### config.mk
export PLATFORM = sky130hd
export DESIGN_NAME = mips_multicycle_ctrl
export DESIGN_NICKNAME = d
export VERILOG_FILES = /design/src/rtl/mips_multicycle_ctrl.sv
export SDC_FILE = /design/constraint.sdc
export NUM_CORES = 1
export LEC_CHECK = 0
export CORE_MARGIN = 2
export CORE_UTILIZATION = 41
export CTS_CLUSTER_DIAMETER = 30
export DETAILED_ROUTE_END_ITERATION = 12
export GPL_TIMING_DRIVEN = 0
export PLACE_DENSITY = 0.82
export SLEW_MARGIN = 10
export SYNTH_ARGS = -nofsm -noshare
export SYNTH_HDL_FRONTEND = slang
export SYNTH_SLANG_ARGS = --single-unit
### constraint.sdc
create_clock -name clk -period 4 [get_ports clk]
set_input_delay 0.6 -clock clk [delete_from_list [all_inputs] [get_ports clk]]
set_output_delay 0.6 -clock clk [all_outputs]
set_load 0.01 [all_outputs]
### src/rtl/mips_multicycle_ctrl.sv
// Multicycle MIPS control FSM; Moore outputs (FETCH irwrite/pcen and BEQEX/BNEEX pcen follow inputs).
// Latency LW 5, SW/R/ADDI 4, BEQ/J 3 cycles; memready=0 holds FETCH/MEMRD/MEMWR. Define BNE_SUPPORT_EN for BNE.
module mips_multicycle_ctrl (
    input  logic       clk,
    input  logic       rst_n,
    input  logic [5:0] op,
    input  logic [5:0] funct,
    input  logic       zero,
    input  logic       memready,
    output logic       memreq,
    output logic       iord,
    output logic       memwrite,
    output logic       irwrite,
    output logic       regdst,
    output logic       memtoreg,
    output logic       regwrite,
    output logic       alusrca,
    output logic [1:0] alusrcb,
    output logic [2:0] alucontrol,
    output logic [1:0] pcsrc,
    output logic       pcen,
    output logic       illegal,
    output logic [3:0] state
);

    localparam logic [5:0] OP_RTYPE = 6'h00;
    localparam logic [5:0] OP_LW    = 6'h23;
    localparam logic [5:0] OP_SW    = 6'h2B;
    localparam logic [5:0] OP_BEQ   = 6'h04;
    localparam logic [5:0] OP_ADDI  = 6'h08;
    localparam logic [5:0] OP_J     = 6'h02;
`ifdef BNE_SUPPORT_EN
    localparam logic [5:0] OP_BNE   = 6'h05;
`endif

    typedef enum logic [3:0] {
        S_FETCH   = 4'd0,
        S_DECODE  = 4'd1,
        S_MEMADR  = 4'd2,
        S_MEMRD   = 4'd3,
        S_MEMWB   = 4'd4,
        S_MEMWR   = 4'd5,
        S_RTYPEEX = 4'd6,
        S_RTYPEWB = 4'd7,
        S_BEQEX   = 4'd8,
        S_ADDIEX  = 4'd9,
        S_ADDIWB  = 4'd10,
        S_JEX     = 4'd11
`ifdef BNE_SUPPORT_EN
        , S_BNEEX = 4'd12
`endif
    } state_t;

    state_t cur_state, nxt_state;
    // Load/store choice is captured in DECODE so MEMADR never looks at op.
    logic   is_sw, is_sw_nxt;

    logic memreq_s, memwrite_s, irwrite_s, regwrite_s, pcen_s, illegal_s;

    always_ff @(posedge clk or negedge rst_n) begin
        if (!rst_n) begin
            cur_state <= S_FETCH;
            is_sw     <= 1'b0;
        end else begin
            cur_state <= nxt_state;
            is_sw     <= is_sw_nxt;
        end
    end

    always_comb begin
        nxt_state  = S_FETCH;
        is_sw_nxt  = is_sw;
        memreq_s   = 1'b0;
        memwrite_s = 1'b0;
        irwrite_s  = 1'b0;
        regwrite_s = 1'b0;
        pcen_s     = 1'b0;
        illegal_s  = 1'b0;
        iord       = 1'b0;
        regdst     = 1'b0;
        memtoreg   = 1'b0;
        alusrca    = 1'b0;
        alusrcb    = 2'b00;
        alucontrol = 3'd0;
        pcsrc      = 2'b00;

        case (cur_state)
            S_FETCH: begin
                memreq_s   = 1'b1;
                alusrcb    = 2'b01;
                alucontrol = 3'd2;
                irwrite_s  = memready;
                pcen_s     = memready;
                nxt_state  = memready ? S_DECODE : S_FETCH;
            end
            S_DECODE: begin
                alusrcb    = 2'b11;
                alucontrol = 3'd2;
                case (op)
                    OP_LW: begin
                        nxt_state = S_MEMADR;
                        is_sw_nxt = 1'b0;
                    end
                    OP_SW: begin
                        nxt_state = S_MEMADR;
                        is_sw_nxt = 1'b1;
                    end
                    OP_RTYPE: nxt_state = S_RTYPEEX;
                    OP_BEQ:   nxt_state = S_BEQEX;
                    OP_ADDI:  nxt_state = S_ADDIEX;
                    OP_J:     nxt_state = S_JEX;
`ifdef BNE_SUPPORT_EN
                    OP_BNE:   nxt_state = S_BNEEX;
`endif
                    default: begin
                        illegal_s = 1'b1;
                        nxt_state = S_FETCH;
                    end
                endcase
            end
            S_MEMADR: begin
                alusrca    = 1'b1;
                alusrcb    = 2'b10;
                alucontrol = 3'd2;
                nxt_state  = is_sw ? S_MEMWR : S_MEMRD;
            end
            S_MEMRD: begin
                memreq_s  = 1'b1;
                iord      = 1'b1;
                nxt_state = memready ? S_MEMWB : S_MEMRD;
            end
            S_MEMWB: begin
                memtoreg   = 1'b1;
                regwrite_s = 1'b1;
            end
            S_MEMWR: begin
                memreq_s   = 1'b1;
                iord       = 1'b1;
                memwrite_s = 1'b1;
                nxt_state  = memready ? S_FETCH : S_MEMWR;
            end
            S_RTYPEEX: begin
                alusrca   = 1'b1;
                nxt_state = S_RTYPEWB;
                case (funct)
                    6'h20:   alucontrol = 3'd2;
                    6'h22:   alucontrol = 3'd6;
                    6'h24:   alucontrol = 3'd0;
                    6'h25:   alucontrol = 3'd1;
                    6'h2A:   alucontrol = 3'd7;
                    default: begin
                        alucontrol = 3'd2;
                        illegal_s  = 1'b1;
                        nxt_state  = S_FETCH;
                    end
                endcase
            end
            S_RTYPEWB: begin
                regdst     = 1'b1;
                regwrite_s = 1'b1;
            end
            S_BEQEX: begin
                alusrca    = 1'b1;
                alucontrol = 3'd6;
                pcsrc      = 2'b01;
                pcen_s     = zero;
            end
`ifdef BNE_SUPPORT_EN
            S_BNEEX: begin
                alusrca    = 1'b1;
                alucontrol = 3'd6;
                pcsrc      = 2'b01;
                pcen_s     = ~zero;
            end
`endif
            S_ADDIEX: begin
                alusrca    = 1'b1;
                alusrcb    = 2'b10;
                alucontrol = 3'd2;
                nxt_state  = S_ADDIWB;
            end
            S_ADDIWB: regwrite_s = 1'b1;
            S_JEX: begin
                pcsrc  = 2'b10;
                pcen_s = 1'b1;
            end
            default: nxt_state = S_FETCH;
        endcase
    end

    // Enables are gated by rst_n directly so an abandoned write drops without waiting for a clock.
    assign memreq   = memreq_s   & rst_n;
    assign memwrite = memwrite_s & rst_n;
    assign irwrite  = irwrite_s  & rst_n;
    assign regwrite = regwrite_s & rst_n;
    assign pcen     = pcen_s     & rst_n;
    assign illegal  = illegal_s  & rst_n;
    assign state    = cur_state;

endmodule

# --- Yosys cells after proc, flatten, opt, wreduce, memory -nomap -nowiden ---
# Cells that the tools add are included.
# Widths: inputs -> output; s select.
totals:
  ff_bits: 5
  wordCells: 66
  input_bits: 16
  output_inout_bits: 21
classes:
  mux: 24
  bitwise_logic: 6
  reduce_logical: 13
  n_eq_ne: 21
ops:
  columns: ["cell", "n"]
  rows:
  - ["$eq 6x6->1 const B", 7]
  - ["$pmux 4 s7", 1]
  - ["$pmux 4 s5", 1]
  - ["$eq 4x3->1 const B", 4]
  - ["$eq 4x4->1 const B", 4]
  - ["$mux 3", 4]
  - ["$pmux 3 s4", 1]
  - ["$mux 1", 11]
  - ["$pmux 3 s3", 1]
  - ["$eq 4x2->1 const B", 2]
  - ["$reduce_or 4->1", 2]
  - ["$and 1x1->1", 6]
  - ["$eq 6x2->1 const B", 1]
  - ["$eq 6x3->1 const B", 1]
  - ["$eq 6x4->1 const B", 1]
  - ["$logic_not 6->1", 1]
  - ["$pmux 2 s3", 1]
  - ["$reduce_or 2->1", 3]
  - ["$reduce_or 3->1", 2]
  - ["$reduce_or 6->1", 1]
  - ["$reduce_or 5->1", 1]
  - ["$eq 4x1->1 const B", 1]
  - ["$logic_not 4->1", 1]
  - ["$pmux 1 s2", 2]
  - ["other kinds (4)", 4]

# --- Depth between registers and ports, before layout ---
# Gate-level depths: netlist (run 1).
depth:
  word_depth: 5
  mapped_depth: 6
  mapped_depth_nobuf: 4

# --- Least setup slack after synthesis (run 1) ---
# OpenSTA, ideal clock, no wires.
synth_timing:
  kind: "input-to-output"
  start: "input port funct[4]"
  end: "output port illegal"
  path_buffers: 0
  t_required_ns: 3.400
  cell_stages: 3
  path_slack_ns: 1.920
  arrival_ns: 1.480
  path_cell_list: "nand2b_1 -> a2111oi_1 -> o21ai_0"
synth_between:
  elab_chain_len: 5
  elab_cells_between_ends: 9
  cone_classes: "5 x eq/ne; 2 x mux; 1 x bitwise; 1 x reduce/logical"
synth_lines:
  columns: ["element", "line_no", "text"]
  rows:
  - ["start, declared", "7", "input logic [5:0] funct,"]
  - ["$eq 6x6->1", "145", "case (funct)"]
  - ["$reduce_or 5->1 (no line) (*)", null, null]
  - ["$mux 1 (*)", "145", null]
  - ["$pmux 1 s2 (*)", "87", "case (cur_state)"]
  - ["$and 1x1->1 (*)", "197", "assign illegal = illegal_s & rst_n;"]
  - ["end, declared", "22", "output logic illegal,"]
# Mark *: on every way between the ends. The rest lies on a longest branch, timed or not.

# --- Worst setup path after layout (run 1) ---
layout_timing:
  start: "input port op[2]"
  end: "output port illegal"
layout_between:
  elab_chain_len: 5
  elab_cells_between_ends: 10
  cone_classes: "5 x eq/ne; 2 x mux; 1 x bitwise; 2 x reduce/logical"
layout_lines:
  columns: ["element", "line_no", "text"]
  rows:
  - ["start, declared", "6", "input logic [5:0] op,"]
  - ["$eq 6x2->1, or another cell as far along", "99", "case (op)"]
  - ["$reduce_or 6->1 (no line) (*)", null, null]
  - ["$mux 1 (*)", "99", null]
  - ["$pmux 1 s2 (*)", "87", null]
  - ["$and 1x1->1 (*)", "197", null]
# Marks and branches as above.

==> flow_summary.toml, run 1 <==
[run_status]
outcome = "completed"

[die]
die_x_um = 44.29
die_area_um2 = 1962
ioPinCount = 37
start_util = 0.4419
die_h_um = 44.29
num_rows = 14
core-area_um2 = 1506

[cts]
root_buffer = "clkbuf_4"
clock-sinks = 5
path_clk_slew_ns = 0.05
cts_inserted_buffers = 3
worstSkewPairLatency_ns = 0.26
clk_path_buf_depth = 2
cts-htree-levels = 1
cts_setup_buffers = 0
cts_tree = "built"
hold_buffers = 0
ctsResizeCount = 0

[sta]
relSlewSlack = 0.5632
worst_slew_pin_slew_ns = 0.6536
setup_total_negative_slack_ns = 0
fin_crit_sh = 0.7863
rsz0062_at_grt = "no"
hold_violations = 0
fin_crit_ns = 3.145
finalSetupViolCount = 0
drv_slew = 0
fmax_ghz = 0.3179
fin_worst_skew_ns = 0.008543

[setup_path]
cp-start-kind = "input pin"
endpoint_kind = "output port"
slowest_delay_ns = 0.54
r2r_slack_ns = 2.37
reg2regPathDepth = 4
cp_max_fo = 8
cp.arrival_ns = 2.55
crit_buf_inv = 2
rr_endpoint = "is_sw"
crit_top_cell = "clkdlybuf4s50_1"
required_ns = 3.40
startpoint = "op[2]"
timing.rr.start = "state[2]"
cp_slowest_cell = "clkdlybuf4s50_1"
critical_path_class = "input pin to output port"
crit_family = "buffers and inverters"
crit_chain = "clkdlybuf4s50_1 > a2111oi_0 > nor3_1 > o211ai_1 > o21ai_0 > clkdlybuf4s50_1"

[finish]
nets = 150
final_common_cell = "clkdlybuf4s50_1"
final_cell_mix = "clkdlybuf4s50_1 (36), nor3_1 (11), nor2_1 (10)"
layout-drive-gt1-share = 0.06767
antenna_cells = 0
fillers = 131
area_delta_synth_final_pct = 61.09

[synth]
synth-main-ff-cell = "dfrtp_1"
syn_nets = 109
syn_area_um2 = 665.6
ys_ff_latch = 5
synth-seq-area-share = 0.1880
synth_edf_count = 0
syn_avg_cell_area_um2 = 7.157
synthCells = 93
netlist-cell-type-count = 41
async_flop_share = 1.000
synth-warning-count = 0

[drt]
dr_total_vias = 875
drt_iter0_markers = 16
drc = 0
ant_nets = 0
via_per_inst = 5.872
routed_wirelength_mm = 2.085
wl_per_cell_um = 13.99
drtPass1Iterations = 4

[pwr]
pwr_density_cell_nw_per_um2 = 471.4
power.total_mw = 0.5054
leakage_nw = 0.4014
vdd_drop_max_mv = 0.2670

[global_routing]
grt.overflow.total = 0
grt_max_degree = 11
track_usage = 0.2249
grt_first_pass_wirelength_mm = 3.298
grt_pass1_vias = 762
antenna_found_initial = 0

[placed_design]
io_buffers = 36
gp_congestion = 0.8844
hpwlAfterDp_mm = 1.666

[hold_path]
hold_path_class = "flop to flop"
worstHoldStart = "is_sw"
hold-path-cell-count = 1
min_to = "is_sw"

[job]
cap_violations = 0
[Yosys cell counts (2+ instances only)]
library cell,instances,area [um^2]
nand2b_1,5,31.28
mux2i_1,2,20.02
clkbuf_1,3,11.26
nand3_1,2,10.01
dfrtp_1,5,125.1
a31oi_1,2,12.51
o21ai_0,3,15.01
nand2_1,7,26.28
nor3_1,11,55.05
nor4_1,3,18.77
o211ai_1,3,22.52
a21oi_1,3,15.01
nor2_1,10,37.54
inv_1,7,26.28
[registers in the layout, indices dropped and copies added, names as in the netlist]
signal,flops
state,4
is_sw,1
[worst max-delay path by stage]
stage | to | depth (start not counted)
after floorplan | illegal | 3
after global routing | illegal | 6
after global placement | illegal | 6
after detailed placement | illegal | 5
final | illegal | 6
after CTS | illegal | 6
[report_power, final]
part           leakage [nW]  internal (mW)  switching [mW]  total, mW
combinational         0.320          0.187           0.172      0.359
sequential           0.0669         0.0663          0.0168     0.0831
clock                0.0150         0.0380          0.0251     0.0631
total                 0.401          0.292           0.214      0.505
[cell families (layout without fill, tap and decap cells)]
family,Yosys count,after routing,share of synthesized area
AO/OA/AOI/OAI,21,21,0.2275
XOR/XNOR,2,2,0.02632
buffers and inverters,12,52,0.07519
flip-flops,5,5,0.1880
multiplexers,4,4,0.06391
AND/OR/NAND/NOR,49,49,0.4192
[metal layers]
metal | part of all wire | GRT usage | vias up
met1 | 0.43 | 0.2836 | 417
met4 | 0.0048 | 0.05455 | 0
met2 | 0.50 | 0.3882 | 31
met3 | 0.059 | 0.04898 | 2
li1 | - | - | 425
met5 | 0 | 0 | -
[layout make-up]
type	count	area, um^2	area share
Buffer	5	23.77	0.02217
Clock buffer	4	26.28	0.02450
Inverter	7	26.28	0.02450
Multi-Input combinational cell	76	490.5	0.4574
Sequential cell	5	125.1	0.1167
Tap cell	16	20.02	0.01867
Timing Repair Buffer	36	360.3	0.3361
[per-stage QoR]
| step | cell area, um^2 | utilization | hold slack [ns] | setup slack (ns) | cells |
|---|---|---|---|---|---|
| finish | 1072 | 0.7118 | 0.5120 | 0.8548 | 149 |
| global route | 1072 | 0.7118 | 0.5270 | 0.6279 | 149 |
| CTS | 1072 | 0.7118 | 0.5142 | 0.8507 | 149 |
| detailed placement | 1046 | 0.6944 | 0.5030 | 0.8651 | 145 |
| global placement | 1046 | 0.6944 | 0.5020 | 0.8957 | 145 |
| floorplan | 665.6 | - | 0.3044 | 1.920 | 93 |
[worst reg2reg max path: cells and delay by family (launching register included)]
kind / cells / cell delay (ns)
and+or+nand+nor: 3 / 0.73
DFF: 1 / 0.46
muxes: 1 / 0.32
(Power assumes the default switching activity.)
==> run 2, diff against run 1 <==
- CORE_UTILIZATION: 41 -> 38
- PLACE_DENSITY: 0.82 -> 0.76
- clock period: 4 -> 3.3 ns (I/O delays scaled with it)
==> flow_summary.toml, run 2 (synthesis gave the netlist of run 1 again) <==
[cts]
ctsResizeCount = 0
cts-htree-levels = 1
clock-sinks = 5
cts_inserted_buffers = 3
root_buffer = "clkbuf_4"
cts_setup_buffers = 0
cts_tree = "built"
path_clk_slew_ns = 0.04
worstSkewPairLatency_ns = 0.24
hold_buffers = 0
clk_path_buf_depth = 2

[setup_path]
crit_chain = "clkdlybuf4s50_1 > nand2b_1 > a2111oi_1 > o21ai_0 > clkdlybuf4s50_1"
required_ns = 2.80
cp.arrival_ns = 2.42
cp-start-kind = "input pin"
crit_top_cell = "clkdlybuf4s50_1"
cp_slowest_cell = "a2111oi_1"
critical_path_class = "input pin to output port"
startpoint = "funct[4]"
slowest_delay_ns = 0.61
r2r_slack_ns = 1.67
reg2regPathDepth = 4
endpoint = "illegal"
endpoint_kind = "output port"
cp_max_fo = 3
rr_endpoint = "is_sw"
timing.rr.start = "state[2]"

[sta]
fin_worst_skew_ns = 0.001022
setup_total_negative_slack_ns = 0
finalSetupViolCount = 0
worst_slew_pin_slew_ns = 0.6097
fin_crit_ns = 2.914
hold_violations = 0
drv_slew = 0
relSlewSlack = 0.5925
rsz0062_at_grt = "no"
fmax_ghz = 0.3432
fin_crit_sh = 0.8830
worst_slack_ns = 0.3860

[drt]
dr_total_vias = 857
wl_per_cell_um = 13.50
via_per_inst = 5.713
dr_wl_met3_um = 149
routed_wirelength_mm = 2.025
ant_nets = 0
drt_iter0_markers = 22
wl_met1_um = 915
top_layer = "met3"
drc = 0
drtPass1Iterations = 4
met2_length_um = 959

[die]
die_h_um = 45.86
die_area_um2 = 2103
die_x_um = 45.86
ioPinCount = 37
core-area_um2 = 1689
num_rows = 15
start_util = 0.3941

[pwr]
pwr_density_cell_nw_per_um2 = 564.4
leakage_nw = 0.4014
vdd_drop_max_mv = 0.3706

[finish]
layout-drive-gt1-share = 0.06767
final_cell_mix = "clkdlybuf4s50_1 (36), nor3_1 (11), nor2_1 (10)"
largest_register_ffs = 4
area_delta_synth_final_pct = 61.28
final_common_cell = "clkdlybuf4s50_1"
antenna_cells = 0
nets = 150

[global_routing]
grt_max_degree = 11
track_usage = 0.2006
grt.overflow.total = 0
grt_pass1_vias = 707
antenna_found_initial = 0
grt_first_pass_wirelength_mm = 3.098

[job]
cap_violations = 0

[placed_design]
gp_congestion = 0.9512
hpwlAfterDp_mm = 1.615
io_buffers = 36
pre_cts_slack_ns = 0.4303

[hold_path]
hold_path_class = "flop to flop"

[run_status]
outcome = "completed"
[run 2: worst min-delay path by stage]
stage / start / endpoint / slack [ns] / cells after the start
2_1_floorplan: rst_n / is_sw / 0.20 / 0
3_3_place_gp: is_sw / is_sw / 0.51 / 1
3_5_place_dp: is_sw / is_sw / 0.50 / 1
4_1_cts: is_sw / is_sw / 0.52 / 1
5_1_grt: rst_n / state[2] / 0.54 / 1
6_report: is_sw / is_sw / 0.51 / 1
[run 2: cell type report]
| type | count | area (um^2) |
|---|---|---|
| fill | 158 | 615.6 |
| clock buffer | 4 | 26.28 |
| multi-input combinational | 76 | 490.5 |
| timing repair buffer | 36 | 360.3 |
| inverter | 7 | 26.28 |
| sequential | 5 | 125.1 |
| buffer | 5 | 23.77 |
| tap | 17 | 21.27 |
[run 2: per-stage QoR]
stage,hold WS (ns),std cells,total power [mW],util,cell area [um^2]
after floorplan,0.1994,93,0.3444,-,665.6
after global placement,0.5100,146,0.5337,0.6200,1047
after detailed placement,0.5028,146,0.5375,0.6200,1047
after CTS,0.5152,150,0.6103,0.6356,1074
after global routing,0.5431,150,0.6541,0.6356,1074
final,0.5115,150,0.6059,0.6356,1074
[run 2: worst max-delay path: cells and delay by family]
kind	cells	cell delay [ns]
AND/OR/NAND/NOR	1	0.19
AO/OA/AOI/OAI	2	0.81
buffers and inverters	2	0.93
[run 2: report_power, final]
group	internal, mW	leakage, nW	switching, mW
combinational	0.227	0.320	0.210
sequential	0.0804	0.0669	0.0196
clock	0.0456	0.0150	0.0233
total	0.353	0.401	0.253
[run 2: layer usage]
layer | GRT usage | vias up
met2 | 0.3194 | 39
met3 | 0.04762 | 0
met5 | 0 | -
li1 | - | 428
met1 | 0.2768 | 390
met4 | 0.03429 | 0
